--- config.mk ---
export PLATFORM = sky130hd
export DESIGN_NAME = vga_sram_arbiter
export DESIGN_NICKNAME = d
export VERILOG_FILES = /design/src/rtl/vga_sram_arbiter_pkg.sv /design/src/rtl/vga_sram_arbiter_req_slot.sv /design/src/rtl/vga_sram_arbiter.sv
export SDC_FILE = /design/constraint.sdc
export NUM_CORES = 1
export LEC_CHECK = 0
export CORE_UTILIZATION = 50
export DETAILED_ROUTE_END_ITERATION = 10
export PLACE_DENSITY = 0.92
export RECOVER_POWER = 100
export SYNTH_ARGS = -nofsm -noshare
export SYNTH_HDL_FRONTEND = slang
export SYNTH_HIERARCHICAL = 1
export SYNTH_SLANG_ARGS = --single-unit
--- constraint.sdc ---
create_clock -name clk -period 4.6 [get_ports clk]
set_input_delay 0.46 -clock clk [delete_from_list [all_inputs] [get_ports clk]]
set_output_delay 0.46 -clock clk [all_outputs]
set_load 0.05 [all_outputs]
--- src/rtl/vga_sram_arbiter_pkg.sv ---
// vga_sram_pkg: shared types and defaults for the VGA/CPU SRAM arbiter.
//   arb_state_t : arbiter FSM states
//   grant_t     : which client owns (or last owned) the SRAM
//   req_t       : generic request payload at the default widths
package vga_sram_pkg;

    localparam int ADDR_W_DEF  = 32;
    localparam int DATA_W_DEF  = 32;
    localparam int TIMEOUT_DEF = 16;

    typedef enum logic {IDLE, ACCESS} arb_state_t;

    typedef enum logic {GNT_VGA, GNT_CPU} grant_t;

    typedef struct packed {
        logic [ADDR_W_DEF-1:0] addr;
        logic [3:0]            byte_sel;
        logic                  we;
        logic [DATA_W_DEF-1:0] wdata;
    } req_t;

endpackage

--- src/rtl/vga_sram_arbiter_req_slot.sv ---
// req_slot: one-entry request register for a single arbiter client.
//   clk, rst_i   : clock, synchronous active-high reset
//   req_i        : request strobe, captured only while the slot is empty
//   req_data_i   : payload latched on capture
//   clr_i        : empties the slot (access finished or aborted)
//   full_o       : slot holds a request (doubles as the client's busy flag)
//   data_o       : latched payload
module req_slot
    import vga_sram_pkg::*;
#(
    parameter type payload_t = req_t
) (
    input  logic     clk,
    input  logic     rst_i,
    input  logic     req_i,
    input  payload_t req_data_i,
    input  logic     clr_i,
    output logic     full_o,
    output payload_t data_o
);

    logic     full_q, full_d;
    payload_t data_q, data_d;

    // Capture and clear can never coincide: capture needs an empty slot,
    // clear is only issued for the slot currently in service.
    always_comb begin
        full_d = full_q;
        data_d = data_q;
        if (clr_i) begin
            full_d = 1'b0;
        end else if (req_i && !full_q) begin
            full_d = 1'b1;
            data_d = req_data_i;
        end
    end

    always_ff @(posedge clk) begin
        if (rst_i) begin
            full_q <= 1'b0;
            data_q <= '0;
        end else begin
            full_q <= full_d;
            data_q <= data_d;
        end
    end

    assign full_o = full_q;
    assign data_o = data_q;

endmodule

--- src/rtl/vga_sram_arbiter.sv ---
// vga_sram_arbiter: shares one SRAM between the VGA pixel reader and the
// CPU data port. One pending request per client; VGA wins ties during
// active display, otherwise ties alternate. One access at a time with an
// ack handshake and a timeout abort.
//   clk, rst                       : clock, synchronous active-high reset
//   vga_req/word_addr/byte_sel     : VGA read request
//   vga_state                      : 1 = active display (VGA priority)
//   vga_rdata, vga_busy            : VGA read data / request outstanding
//   cpu_req/we/addr/wdata/byte_sel : CPU request
//   cpu_rdata, cpu_busy            : CPU read data / request outstanding
//   mem_*                          : SRAM access port (en/we/addr/wdata/byte_sel out, rdata/ack in)
//   timeout_err                    : one-cycle pulse on an aborted access
module vga_sram_arbiter
    import vga_sram_pkg::*;
#(
    parameter int ADDR_W  = ADDR_W_DEF,
    parameter int DATA_W  = DATA_W_DEF,
    parameter int TIMEOUT = TIMEOUT_DEF
) (
    input  logic              clk,
    input  logic              rst,
    input  logic              vga_req,
    input  logic [ADDR_W-1:0] vga_word_addr,
    input  logic [3:0]        vga_byte_sel,
    input  logic              vga_state,
    output logic [DATA_W-1:0] vga_rdata,
    output logic              vga_busy,
    input  logic              cpu_req,
    input  logic              cpu_we,
    input  logic [ADDR_W-1:0] cpu_addr,
    input  logic [DATA_W-1:0] cpu_wdata,
    input  logic [3:0]        cpu_byte_sel,
    output logic [DATA_W-1:0] cpu_rdata,
    output logic              cpu_busy,
    output logic              mem_en,
    output logic              mem_we,
    output logic [ADDR_W-1:0] mem_addr,
    output logic [DATA_W-1:0] mem_wdata,
    output logic [3:0]        mem_byte_sel,
    input  logic [DATA_W-1:0] mem_rdata,
    input  logic              mem_ack,
    output logic              timeout_err
);

    localparam int              CNT_W    = (TIMEOUT > 2) ? $clog2(TIMEOUT) : 1;
    localparam logic [CNT_W-1:0] CNT_LAST = CNT_W'(TIMEOUT - 1);

    // VGA only reads, so its slot carries no write fields.
    typedef struct packed {
        logic [ADDR_W-1:0] addr;
        logic [3:0]        byte_sel;
    } vga_slot_t;

    typedef struct packed {
        logic [ADDR_W-1:0] addr;
        logic [3:0]        byte_sel;
        logic              we;
        logic [DATA_W-1:0] wdata;
    } cpu_slot_t;

    vga_slot_t vga_slot;
    cpu_slot_t cpu_slot;
    logic      vga_full, cpu_full;
    logic      vga_clr, cpu_clr;

    req_slot #(.payload_t(vga_slot_t)) u_vga_slot (
        .clk        (clk),
        .rst_i      (rst),
        .req_i      (vga_req),
        .req_data_i ('{addr: vga_word_addr, byte_sel: vga_byte_sel}),
        .clr_i      (vga_clr),
        .full_o     (vga_full),
        .data_o     (vga_slot)
    );

    req_slot #(.payload_t(cpu_slot_t)) u_cpu_slot (
        .clk        (clk),
        .rst_i      (rst),
        .req_i      (cpu_req),
        .req_data_i ('{addr: cpu_addr, byte_sel: cpu_byte_sel, we: cpu_we, wdata: cpu_wdata}),
        .clr_i      (cpu_clr),
        .full_o     (cpu_full),
        .data_o     (cpu_slot)
    );

    arb_state_t        state_q, state_d;
    grant_t            gnt_q, gnt_d;      // client owning the current access
    grant_t            rr_q, rr_d;        // client preferred on the next tie
    logic [CNT_W-1:0]  cnt_q, cnt_d;
    logic              mem_en_q, mem_en_d;
    logic              mem_we_q, mem_we_d;
    logic [ADDR_W-1:0] mem_addr_q, mem_addr_d;
    logic [DATA_W-1:0] mem_wdata_q, mem_wdata_d;
    logic [3:0]        mem_byte_sel_q, mem_byte_sel_d;
    logic [DATA_W-1:0] vga_rdata_q, vga_rdata_d;
    logic [DATA_W-1:0] cpu_rdata_q, cpu_rdata_d;
    logic              terr_q, terr_d;
    logic              pick_vga;

    always_comb begin
        state_d        = state_q;
        gnt_d          = gnt_q;
        rr_d           = rr_q;
        cnt_d          = cnt_q;
        mem_en_d       = mem_en_q;
        mem_we_d       = mem_we_q;
        mem_addr_d     = mem_addr_q;
        mem_wdata_d    = mem_wdata_q;
        mem_byte_sel_d = mem_byte_sel_q;
        vga_rdata_d    = vga_rdata_q;
        cpu_rdata_d    = cpu_rdata_q;
        terr_d         = 1'b0;
        vga_clr        = 1'b0;
        cpu_clr        = 1'b0;
        pick_vga       = 1'b0;
        case (state_q)
            IDLE: begin
                if (vga_full || cpu_full) begin
                    pick_vga = vga_full && (!cpu_full || vga_state || (rr_q == GNT_VGA));
                    if (pick_vga) begin
                        gnt_d          = GNT_VGA;
                        rr_d           = GNT_CPU;
                        mem_we_d       = 1'b0;
                        mem_addr_d     = vga_slot.addr;
                        mem_byte_sel_d = vga_slot.byte_sel;
                        mem_wdata_d    = '0;
                    end else begin
                        gnt_d          = GNT_CPU;
                        rr_d           = GNT_VGA;
                        mem_we_d       = cpu_slot.we;
                        mem_addr_d     = cpu_slot.addr;
                        mem_byte_sel_d = cpu_slot.byte_sel;
                        mem_wdata_d    = cpu_slot.wdata;
                    end
                    mem_en_d = 1'b1;
                    cnt_d    = '0;
                    state_d  = ACCESS;
                end
            end
            ACCESS: begin
                // An ack on the final allowed cycle still completes normally.
                if (mem_ack || (cnt_q == CNT_LAST)) begin
                    mem_en_d = 1'b0;
                    state_d  = IDLE;
                    terr_d   = !mem_ack;
                    if (gnt_q == GNT_VGA) begin
                        vga_clr     = 1'b1;
                        vga_rdata_d = mem_ack ? mem_rdata : '0;
                    end else begin
                        cpu_clr = 1'b1;
                        if (!mem_ack) begin
                            cpu_rdata_d = '0;
                        end else if (!mem_we_q) begin
                            cpu_rdata_d = mem_rdata;
                        end
                    end
                end else begin
                    cnt_d = cnt_q + CNT_W'(1);
                end
            end
            default: state_d = IDLE;
        endcase
    end

    always_ff @(posedge clk) begin
        if (rst) begin
            state_q        <= IDLE;
            gnt_q          <= GNT_VGA;
            rr_q           <= GNT_VGA;
            cnt_q          <= '0;
            mem_en_q       <= 1'b0;
            mem_we_q       <= 1'b0;
            mem_addr_q     <= '0;
            mem_wdata_q    <= '0;
            mem_byte_sel_q <= '0;
            vga_rdata_q    <= '0;
            cpu_rdata_q    <= '0;
            terr_q         <= 1'b0;
        end else begin
            state_q        <= state_d;
            gnt_q          <= gnt_d;
            rr_q           <= rr_d;
            cnt_q          <= cnt_d;
            mem_en_q       <= mem_en_d;
            mem_we_q       <= mem_we_d;
            mem_addr_q     <= mem_addr_d;
            mem_wdata_q    <= mem_wdata_d;
            mem_byte_sel_q <= mem_byte_sel_d;
            vga_rdata_q    <= vga_rdata_d;
            cpu_rdata_q    <= cpu_rdata_d;
            terr_q         <= terr_d;
        end
    end

    assign vga_busy     = vga_full;
    assign cpu_busy     = cpu_full;
    assign vga_rdata    = vga_rdata_q;
    assign cpu_rdata    = cpu_rdata_q;
    assign mem_en       = mem_en_q;
    assign mem_we       = mem_we_q;
    assign mem_addr     = mem_addr_q;
    assign mem_wdata    = mem_wdata_q;
    assign mem_byte_sel = mem_byte_sel_q;
    assign timeout_err  = terr_q;

endmodule

==> impl_metrics.env <==
export IMPL_status="complete, but fails checks"
export IMPL_violations="capacitance limit, slew limit"
export IMPL_die_area_sq_um=21760
export IMPL_final_max_slew_viol_count=117
export IMPL_area_delta_synth_final_pct=33.84
export IMPL_synth_main_ff_cell="dfxtp_1"
export IMPL_synth_area_leader_cell="dfxtp_1"
export IMPL_wl_met2_microns=13910
export IMPL_htreeDepth=1
export IMPL_synth_warnings=6
export IMPL_via_count=9241
export IMPL_rsz0062_at_grt="no"
export IMPL_grt_ovfl_total=0
export IMPL_crit_path_start="state_q"
export IMPL_grt_max_degree=141
export IMPL_max_freq_ghz=0.2775
export IMPL_grt_pass1_vias=8921
export IMPL_core_sq_um=20490
export IMPL_worst_clock_skew_ns=0.01050
export IMPL_ant_nets=0
export IMPL_path_clk_slew_ns=0.06
export IMPL_worstMarginPinSlew_ns=2.082
export IMPL_drive_gt1_frac=0.05081
export IMPL_hold_viol_final=0
export IMPL_clock_path_buffers=3
export IMPL_post_cts_setup_buffer_count=0
export IMPL_die_x_microns=147.5
export IMPL_r2r_start="state_q"
export IMPL_period_share=0.7833
export IMPL_port_buffers=279
export IMPL_root_buffer="clkbuf_16"
export IMPL_cts_hold_buf=0
export IMPL_cts_resized=0
export IMPL_nets=1482
export IMPL_postSynthRegisterBits=249
export IMPL_drtPass1Iterations=5
export IMPL_cap_violations=4
export IMPL_synth_top_area_frac=0.4709
export IMPL_clock_sinks=249
export IMPL_wl_met1_microns=12110
export IMPL_drc=0
export IMPL_worstPathMaxFanout=33
export IMPL_avgViaCountPerCell=5.662
export IMPL_syn_inst=1131
export IMPL_dp_hpwl_microns=19000
export IMPL_slowest_stage="nor3b_2"
export IMPL_setup_worst_path_class="flip-flop to flip-flop"
export IMPL_ys_async_sr_fraction=0
export IMPL_synth_distinct_cells=39
export IMPL_crit_chain="or2b_1 > nor2_1 > nor3b_2 > buf_4 > mux2i_1"
export IMPL_slew_headroom=-0.3910
export IMPL_setup_tns_ns=0
export IMPL_track_usage=0.2604
export IMPL_numCtsBuffers=26
export IMPL_power_leakage_nw=5.314
export IMPL_cp_start_kind="flip-flop"
export IMPL_syn_nets=1275
export IMPL_vdd_ir_drop_max_mv=0.2899
export IMPL_reg2reg_depth=5
export IMPL_fin_crit_ns=3.603
export IMPL_place_congestion=0.8778
export IMPL_drt_wirelength_per_cell_microns=17.98
export IMPL_tritoncts="done"
export IMPL_clock_latency_ns=0.53
export IMPL_floorplan_io_pins=280
export IMPL_required_ns=5.04
export IMPL_worst_setup_path_end_kind="flip-flop"
export IMPL_num_rows=52
export IMPL_synth_edff_count=0
export IMPL_max_stage_delay_ns=1.38
export IMPL_syn_avg_cell_area_sq_um=9.360
export IMPL_whs_path_depth=2
export IMPL_synth_area_sq_um=10590
export IMPL_dr_max_layer_used="met4"
export IMPL_final_util=0.6913
export IMPL_hp_start="mem_wdata[11]"
export IMPL_p_per_area_nw_per_um2=369.5
export IMPL_dr_wl_met3_microns=2109
export IMPL_initialDrtViolationCount=693
export IMPL_fp_dieH_microns=147.5
export IMPL_antenna_found_initial=4
export IMPL_ys_seq_area_frac=0.4709
export IMPL_wirelength_microns=29350
export IMPL_grt_pass1_wl_microns=46210
export IMPL_yosys_top_cells_area="dfxtp_1, nand2b_1, mux2i_1"
export IMPL_start_util=0.5165
export IMPL_setup_viol=0
export IMPL_min_path_type="flip-flop to flip-flop"
export IMPL_critPathArrivalTime_ns=4.04
## cells by family (layout without fill, tap and decap cells)
group,Yosys count,in the layout,share of synthesized area
and+or+nand+nor,336,336,0.1799
DFF,249,249,0.4709
AOI/OAI and AO/OA,319,319,0.1904
other,0,4,0
muxes,105,105,0.09928
adders and majority gates,1,1,0.001182
buffers and inverters,121,348,0.05839
## Yosys cell counts, drive strengths merged, types with 2 or more instances
master	instances
nand3	35
nand2	67
nand2b	210
o211ai	106
a32oi	36
clkbuf	68
inv	3
nor3b	2
buf	50
nor2	4
nor3	2
nand3b	2
o21ai	33
dfxtp	249
nor2b	4
and2b	2
a31oi	2
a21oi	138
mux2i	105
## final timing paths
| check | slack (ns) | to |
|---|---|---|
| setup reg to reg | 1.0 | u_vga_slot/data_o[26] |
| setup / recovery | 1.0 | u_vga_slot/data_o[26] |
| hold reg to reg | 0.45 | mem_wdata[11] |
| hold / removal | 0.45 | mem_wdata[11] |
## sequential cells by signal, summed over array words and instances, names as in the netlist
register           flops
mem_wdata             32
cpu_rdata             32
vga_rdata             32
u_cpu_slot/full_o      1
mem_byte_sel           4
state_q                1
u_vga_slot/data_o     36
gnt_q                  1
cnt_q                  4
u_vga_slot/full_o      1
mem_en                 1
mem_we                 1
timeout_err            1
u_cpu_slot/data_o     69
rr_q                   1
mem_addr              32
## per-layer routing
| layer | vias up | global-route usage |
|---|---|---|
| met2 | 386 | 0.4226 |
| li1 | 4412 | - |
| met5 | - | 0 |
| met1 | 4369 | 0.3281 |
| met3 | 74 | 0.05432 |
| met4 | 0 | 0.1309 |
## per-stage QoR
| stage | power, W | instance area (sq um) | hold slack, ns | cells | setup slack [ns] |
|---|---|---|---|---|---|
| CTS | 0.005280 | 14180 | 0.4561 | 1627 | 1.427 |
| floorplan | 0.002851 | 10590 | 0.4489 | 1131 | 2.701 |
| global placement | 0.003113 | 13280 | 0.4443 | 1579 | 1.529 |
| global route | 0.005421 | 14160 | 0.4740 | 1630 | 0.7245 |
| finish | 0.005236 | 14170 | 0.4491 | 1632 | 0.9969 |
| detailed placement | 0.003129 | 13280 | 0.4480 | 1579 | 1.446 |
## worst max-delay path, delay by kind of cell, from the launching register on
family                 cells  cell delay [ns]
buffers and inverters      1             0.42
DFF                        1             0.44
muxes                      1             0.24
and+or+nand+nor            3             2.41
## placed cells by master (no fill, tap or decap), types with 2 or more instances in the layout
cell and count:
a21oi_1 138, a31oi_1 2, a32oi_1 36, buf_4 13
bufinv_16 2, clkbuf_1 5, clkbuf_16 27, clkbuf_2 2
clkbuf_8 8, clkdlybuf4s50_1 140, clkinv_2 5, clkinvlp_4 3
dfxtp_1 249, diode_2 4, dlygate4sd3_1 138, inv_2 2
mux2i_1 105, nand2_1 67, nand2b_1 210, nand3_1 35
nand3b_1 2, nor2_1 4, nor2b_1 2, nor3_1 2
o211ai_1 106, o21ai_0 33
## power breakdown
group | internal, W | leakage, nW | switching [W]
sequential | 0.00226 | 2.03 | 0.0000643
clock | 0.00130 | 0.439 | 0.000865
combinational | 0.000305 | 2.85 | 0.000442
## cell type report
type,instances,area (sq um)
antenna,4,10.01
timing repair buffer,297,2939
multi-input combinational,761,4986
sequential,249,4985
fill,1507,6326
clock inverter,11,116.4
clock buffer,37,783.3
inverter,3,11.26
tap,270,337.8
Power figures use the tool's default switching activity.
